--- config.mk ---
export PLATFORM = sky130hd
export DESIGN_NAME = param_display_counter
export DESIGN_NICKNAME = d
export VERILOG_FILES = /design/src/rtl/pdc_pkg.sv /design/src/rtl/hex7seg_dec.sv /design/src/rtl/param_display_counter.sv
export SDC_FILE = /design/constraint.sdc
export NUM_CORES = 1
export LEC_CHECK = 0
export BUFFER_PORTS_ARGS = -buffer_cell sky130_fd_sc_hd__buf_2
export CORE_ASPECT_RATIO = 0.6
export CORE_UTILIZATION = 55
export CTS_BUF_LIST = sky130_fd_sc_hd__clkbuf_8
export DETAILED_ROUTE_END_ITERATION = 10
export PLACE_DENSITY = 0.83
export SETUP_SLACK_MARGIN = 0.2
export SLEW_MARGIN = 20
export SYNTH_ARGS = -nofsm -noshare
export SYNTH_HDL_FRONTEND = slang
export SYNTH_SLANG_ARGS = --single-unit
--- constraint.sdc ---
create_clock -name clock -period 5.4 [get_ports clock]
set_clock_uncertainty 0.15 [all_clocks]
set_input_delay 0.27 -clock clock [delete_from_list [all_inputs] [get_ports clock]]
set_output_delay 0.27 -clock clock [all_outputs]
set_load 0.02 [all_outputs]
--- src/rtl/pdc_pkg.sv ---
// pdc_pkg: shared constants for param_display_counter
// Holds the active-low a..g segment glyphs (MSB = a), the BCD digit maximum and the segment width.
package pdc_pkg;
  localparam int SEG_W = 7;
  localparam logic [3:0] BCD_MAX_DIGIT = 4'd9;
  localparam logic [15:0][SEG_W-1:0] SEG_GLYPH = {
    7'h38, 7'h30, 7'h42, 7'h31, 7'h60, 7'h08, 7'h04, 7'h00,
    7'h0F, 7'h20, 7'h24, 7'h4C, 7'h06, 7'h12, 7'h4F, 7'h01
  };
endpackage

--- src/rtl/hex7seg_dec.sv ---
// hex7seg_dec: 4-bit value to active-low 7-segment glyph (0-9, A, b, C, d, E, F)
// Ports: i_val - digit value; o_seg - segments a..g, MSB = a, active-low.
module hex7seg_dec
  import pdc_pkg::*;
(
  input  logic [3:0]       i_val,
  output logic [SEG_W-1:0] o_seg
);
  assign o_seg = SEG_GLYPH[i_val];
endmodule

--- src/rtl/param_display_counter.sv ---
// param_display_counter: push-button stepped hex/BCD up/down counter driving DIGITS 7-segment displays
// Ports: clock, resetn (async active-low); step_n raw button (pressed = 0); cnt_en, sclr, up, load, load_val controls;
// q count (digit 0 in q[3:0]); tick accepted press pulse; tc terminal count; hex active-low segments per digit.
// Optional: PDC_DEBOUNCE_EN adds a DEB_CYCLES stable-sample filter before the edge detector.
module param_display_counter
  import pdc_pkg::*;
#(
  parameter int DIGITS     = 4,
  parameter int BCD        = 0,
  parameter int SATURATE   = 0,
  parameter int DEB_CYCLES = 16
) (
  input  logic                      clock,
  input  logic                      resetn,
  input  logic                      step_n,
  input  logic                      cnt_en,
  input  logic                      sclr,
  input  logic                      up,
  input  logic                      load,
  input  logic [4*DIGITS-1:0]       load_val,
  output logic [4*DIGITS-1:0]       q,
  output logic                      tick,
  output logic                      tc,
  output logic [SEG_W*DIGITS-1:0]   hex
);
  localparam int W = 4 * DIGITS;
  if (DIGITS < 1 || DIGITS > 8 || DEB_CYCLES < 1) begin : g_bad_param
    $error("param_display_counter: DIGITS must be 1..8 and DEB_CYCLES >= 1");
  end
  logic         r_s1, r_s2, r_prev, r_arm;
  logic [1:0]   r_vld;
  logic         w_lvl, w_fall, w_step, w_c;
  logic [3:0]   w_d;
  logic [W-1:0] w_max, w_load, w_bcd, w_next;
`ifdef PDC_DEBOUNCE_EN
  localparam int CW = $clog2(DEB_CYCLES + 1);
  logic          r_flt;
  logic [CW-1:0] r_cnt;
  always_ff @(posedge clock or negedge resetn)
    if (!resetn) begin
      r_flt <= 1'b1;
      r_cnt <= '0;
    end else if (r_s2 == r_flt) r_cnt <= '0;
    else if (r_cnt == CW'(DEB_CYCLES - 1)) begin
      r_flt <= r_s2;
      r_cnt <= '0;
    end else r_cnt <= r_cnt + 1'b1;
  assign w_lvl = r_flt;
`else
  assign w_lvl = r_s2;
`endif
  // r_arm stays low after reset until the synchronised button is seen released,
  // so a button held through reset cannot produce a tick.
  always_ff @(posedge clock or negedge resetn)
    if (!resetn) begin
      r_s1   <= 1'b1;
      r_s2   <= 1'b1;
      r_prev <= 1'b1;
      r_vld  <= 2'b00;
      r_arm  <= 1'b0;
      tick   <= 1'b0;
    end else begin
      r_s1   <= step_n;
      r_s2   <= r_s1;
      r_prev <= w_lvl;
      r_vld  <= {r_vld[0], 1'b1};
      r_arm  <= r_arm | (r_vld[1] & r_s2);
      tick   <= w_fall;
    end
  assign w_fall = r_arm & r_prev & ~w_lvl;
  // Decimal cascade: w_c is the carry/borrow rippling from digit 0 upward.
  always_comb begin
    w_max  = '0;
    w_load = load_val;
    w_bcd  = q;
    w_c    = 1'b1;
    w_d    = '0;
    for (int i = 0; i < DIGITS; i++) begin
      w_d = q[4*i+:4];
      w_max[4*i+:4]  = BCD != 0 ? BCD_MAX_DIGIT : 4'hF;
      w_load[4*i+:4] = (BCD != 0 && load_val[4*i+:4] > BCD_MAX_DIGIT) ? BCD_MAX_DIGIT : load_val[4*i+:4];
      w_bcd[4*i+:4]  = !w_c ? w_d :
                       up ? (w_d == BCD_MAX_DIGIT ? 4'd0 : w_d + 4'd1) :
                            (w_d == 4'd0 ? BCD_MAX_DIGIT : w_d - 4'd1);
      w_c = w_c & (up ? w_d == BCD_MAX_DIGIT : w_d == 4'd0);
    end
  end
  assign w_next = BCD != 0 ? w_bcd : (up ? q + W'(1) : q - W'(1));
  assign tc     = cnt_en & (up ? q == w_max : q == '0);
  assign w_step = w_fall & cnt_en & (SATURATE == 0 || !tc);
  always_ff @(posedge clock or negedge resetn)
    if (!resetn) q <= '0;
    else if (sclr) q <= '0;
    else if (load) q <= w_load;
    else if (w_step) q <= w_next;
  for (genvar d = 0; d < DIGITS; d++) begin : g_dig
    hex7seg_dec u_dec (.i_val(q[4*d+:4]), .o_seg(hex[SEG_W*d+:SEG_W]));
  end
endmodule

-- Yosys cells after proc, flatten, opt, wreduce, memory -nomap -nowiden
Memory sizes are Yosys's and may differ from the RTL's.
Index checks and enable logic that the tools add are counted.
- register bits: 23
- memories kept: 4
- logic and storage cells: 36
- bits of input ports: 23
- bits in read-only memories: 448
- memories (memory ; words ; width ; read ports ; clocked after memory_dff ; wr ports ; line ; RTL):
    (name not given) ; 16 ; 7 ; 1 ; 0 ; 0 ; hex7seg_dec.sv:9 ; assign o_seg = SEG_GLYPH[i_val];
    (name not given) ; 16 ; 7 ; 1 ; 0 ; 0 ; hex7seg_dec.sv:9 ;
    (name not given) ; 16 ; 7 ; 1 ; 0 ; 0 ; hex7seg_dec.sv:9 ;
    (name not given) ; 16 ; 7 ; 1 ; 0 ; 0 ; hex7seg_dec.sv:9 ;
- add/subtract/negate cells: 2
- equality and inequality tests: 1
- multiplexer cells: 9
- order comparisons: 4
- reduce and logical (&&, ||, !) cells: 2
- bitwise logic cells: 7
- operators with widths (cell ; count):
    $mux W16 ; 4
    $mux W7 ; 4
    $lt A4 B5 Y1 const B ; 4
    $add A16 B1 Y16 const B ; 1
    $eq A16 B16 Y1 const B ; 1
    $logic_not A16 Y1 ; 1
    $sub A16 B1 Y16 const B ; 1
    $and A1 B1 Y1 ; 5
    $reduce_bool A3 Y1 ; 1
    $mux W1 ; 1
    $not A1 Y1 ; 1
    $or A1 B1 Y1 ; 1

-- Longest topological paths before layout
- depth in word-level cells: 6
- mapped depth: 8
- gate-level depth less buffers: 7

-- Hierarchy
Synthesis repeated with hierarchy kept, for this count alone.
- cell total of the unflattened synthesis: 354
- area, all modules: 2949.1 um2
- by module, submodules not included (module ; instances ; cells an instance ; area each (um2)):
    param_display_counter ; 1 ; 219 ; 1889.3
    hex7seg_dec (g_dig[1].u_dec ...) ; 3 ; 33 ; 269.0
    hex7seg_dec (g_dig[0].u_dec) ; 1 ; 36 ; 252.7

-- Worst setup path before layout
No wires, ideal clock.
- path type: input -> register
- start: input port up
- end: register q[14]
- setup time: 120 ps
- required time: 5130 ps
- stages on the path: 8
- arrival: 2343 ps
- path slack: 2788 ps
- path buffers: 1
- cells stage by stage: inv_1 ha_1 buf_6 a21o_1 a221o_1 a221o_1 or3_1 a31o_1
- word-level cells in the longest chain between the ends: 4
- RTL lines (what ; line ; RTL):
    start: declaration ; param_display_counter.sv:18 ; input logic up,
    $mux W16 ; param_display_counter.sv:88 ; assign w_next = BCD != 0 ? w_bcd : (up ? q + W'(1) : q - W'(1));
    $mux W16 ; param_display_counter.sv:95 ; else if (w_step) q <= w_next;
    $mux W16 ; param_display_counter.sv:94 ; else if (load) q <= w_load;
    $mux W16 ; param_display_counter.sv:93 ; else if (sclr) q <= '0;
    end signal: assignment ; param_display_counter.sv:94 ;
    end signal: assignment ; param_display_counter.sv:95 ;
    end: declaration ; param_display_counter.sv:21 ; output logic [4*DIGITS-1:0] q,
No other way between the ends. The select of a mux whose other input is x is not followed.
A chain may end at the register's enable or synchronous reset.

-- Worst setup path in the final report
- start: register q[7]
- end: register q[14]
- word-level cells in the longest chain between the ends: 5
- elaborated cells between the ends (all ways): 6
- RTL lines (what ; line):
    $sub A16 B1 Y16 or $add A16 B1 Y16 (tied branches) ; param_display_counter.sv:88
    $mux W16 * ; param_display_counter.sv:88
    $mux W16 * ; param_display_counter.sv:95
    $mux W16 * ; param_display_counter.sv:94
    $mux W16 * ; param_display_counter.sv:93
Mark *: on every way between the ends. The rest lies on a longest branch, timed or not. The select of a mux whose other input is x is not followed.

==> impl_metrics.ini <==
[pwr]
ir_drop_uv = 174
leakagePower_nw = 1.54
powerDensity_mw_per_mm2 = 186

[floorplanning]
die_h_um = 57.1
placementRows = 19
dieWidth_um = 93.8
start_util_pct = 59.1
core_sq_mm = 0.00471
dieArea_sq_mm = 0.00535
ios = 69

[layout]
area_growth_pct = 14.9
layout-drive-gt1-share_pct = 21.7
n_antenna_cell = 0
fillers = 416
final_nets = 469
finalNonFillerCells = 469

[route]
vias_per_cell = 6.09
drcViolationCount = 0
drt-pass1-iter-count = 5
wl_per_cell_um = 16.1
wirelength_um = 7570
drt_iter0_markers = 208
vias = 2856
ant_nets = 0

[sta]
rsz0062_at_grt = no
worst_slew_pin_slew_ps = 775
period_share_pct = 53.7
fmax_mhz = 345
fin_crit_ps = 2900
slew_violations = 0
setup_viol = 0
max_slew_margin_pct = 48.1
tns_ps = 0
report.final.hold_viol_count = 0

[synthesis]
synthCells = 350
synth_top_area_share_pct = 18.0
ys_types = 57
synth.avg_cell_area_sq_um = 7.94
synth-edff-count = 0
synth_nets = 412
synth_area_leaders = dfrtp_1 18%, ha_1 17%, a21oi_1 6.8%
ys_seq_elements = 23
synth-async-reset-ratio_pct = 100
ys_seq_area_share_pct = 20.8
synth_warnings = 0
synth_area_sq_mm = 0.00278
ys_top_cells_by_count = 38 x a21oi_1, 38 x ha_1, 28 x nand2_1, 27 x nor2_1, 26 x o21ai_0
synth_ff_type = dfrtp_1
yosysTopAreaCell = dfrtp_1

[worst_setup_path]
worstSetupPathType = flip-flop to flip-flop
cp_data_arrival_time_ps = 2910
required_ps = 5410
cp_max_fo = 18
critPathLaunchType = flip-flop
reg2reg_depth = 6
end_kind = flip-flop

[global_route]
antenna_found_initial = 0
grt_pass1_wl_um = 12300
grt_max_degree = 24
grt_overflow = 0
grt_pass1_vias = 2513
track_usage_pct = 29.5

[placement]
post-dp-hpwl_um = 5820
dp.cells = 463
gp_congestion = 0.929
port_buffers = 68

[clock_tree]
numClockSinks = 23
cts_tree = built
clk_path_buf_depth = 2
htreeDepth = 1
ctsRootBufferMaster = clkbuf_8
clk-insertion-delay-late_ps = 270
clk_pin_slew_ps = 90
ctsResizeCount = 0
cts_buffers = 3

[outcome]
status = complete, no violations

[min_path]
hold_path_depth = 3
hold_class = primary input to flip-flop

[run]
cap_violations = 0
==> power breakdown <==
group          switching, mW  internal [mW]
combinational          0.163          0.107
sequential            0.0306          0.183
clock                 0.0602         0.0523
==> flip-flops by register name, summed over array words and instances (netlist names) <==
| name | count |
|---|---|
| r_arm | 1 |
| tick | 1 |
| r_prev | 1 |
| r_s1 | 1 |
| r_vld | 2 |
| r_s2 | 1 |
| q | 16 |
==> per-layer routing <==
layer  share of wire, %  GRT usage (%)  up-vias
li1                   -              -     1398
met1                 50           45.3     1340
met2                 41           42.2      116
met3                8.1           6.80        2
met4               0.28           5.27        0
met5                  0              0        -
==> stage by stage <==
step / cell area [sq um] / hold slack (ps) / utilization [%] / total power [mW] / setup WS (ps)
6_report: 3190 / 90.2 / 67.8 / 0.595 / 2500
5_1_grt: 3190 / 84.7 / 67.8 / 0.637 / 2400
4_1_cts: 3190 / 85.5 / 67.8 / 0.595 / 2540
3_5_place_dp: 3120 / 126 / 66.4 / 0.480 / 2400
3_3_place_gp: 3120 / 128 / 66.4 / 0.476 / 2470
2_1_floorplan: 2780 / -176 / - / 0.401 / 2790
==> cell usage in the layout, fill, tap and decap left out, drive strengths merged, types with 3 or more instances in the layout <==
cell type and n:
buf 68, a21oi 38, ha 38, nand2 28, nor2 27, o21ai 26, inv 24, dfrtp 20
mux2i 12, nand3 9, a21o 8, nor2b 6, o22ai 6, and3 6, or3 6, o211ai 5
nand4 5, mux4 4, and2 4, nand2b 3, a211oi 3, xor2 3, a221oi 3, nor3 3
clkbuf 3, dfstp 3, a31o 3
==> cell type report <==
cell class	count	area (sq um)	share of cell area [%]
clock buffer	3	41.3	1.29
clock inverter	1	7.51	0.235
inverter	24	90.1	2.82
multi-input combinational	285	2040	63.8
sequential	23	579	18.1
tap	63	78.8	2.47
timing repair buffer	70	360	11.3
==> critical path, stage by stage (launching register included) <==
cell,delay [ps]
dfrtp_1,730
ha_1,440
a21o_1,220
a221o_1,370
a221o_1,310
or3_1,340
a31o_1,220
==> cell families (layout without fill, tap and decap cells) <==
| group | count (synthesis) | after routing | synth area share [%] |
|---|---|---|---|
| AOI/OAI and AO/OA | 113 | 113 | 25.8 |
| and+or+nand+nor | 111 | 111 | 20.3 |
| buffers and inverters | 42 | 98 | 5.94 |
| adders and majority gates | 39 | 39 | 17.8 |
| DFF | 23 | 23 | 20.8 |
| muxes | 16 | 16 | 7.56 |
| xor gates and xnor gates | 5 | 5 | 1.58 |
| other | 1 | 1 | 0.135 |
==> worst paths after layout <==
kind | startpoint | to | slack [ps]
worst max register to register | q[7]$_DFFE_PN0P_ | q[14]$_DFFE_PN0P_ | 2500
min in group asynchronous | resetn | q[1]$_DFFE_PN0P_ | 360
worst min-delay path | load_val[0] | q[0]$_DFFE_PN0P_ | 90
worst max-delay path | q[7]$_DFFE_PN0P_ | q[14]$_DFFE_PN0P_ | 2500
max in group asynchronous | resetn | r_s1$_DFF_PN1_ | 4370
worst min register to register | r_vld[0]$_DFF_PN0_ | r_vld[1]$_DFF_PN0_ | 210
==> repair_timing <==
item / CTS / global route
hold buffers: 2 / 0
hold endpoints to repair: 21 / 0
setup buffers: 0 / 0
Power figures use the tool's default switching activity.
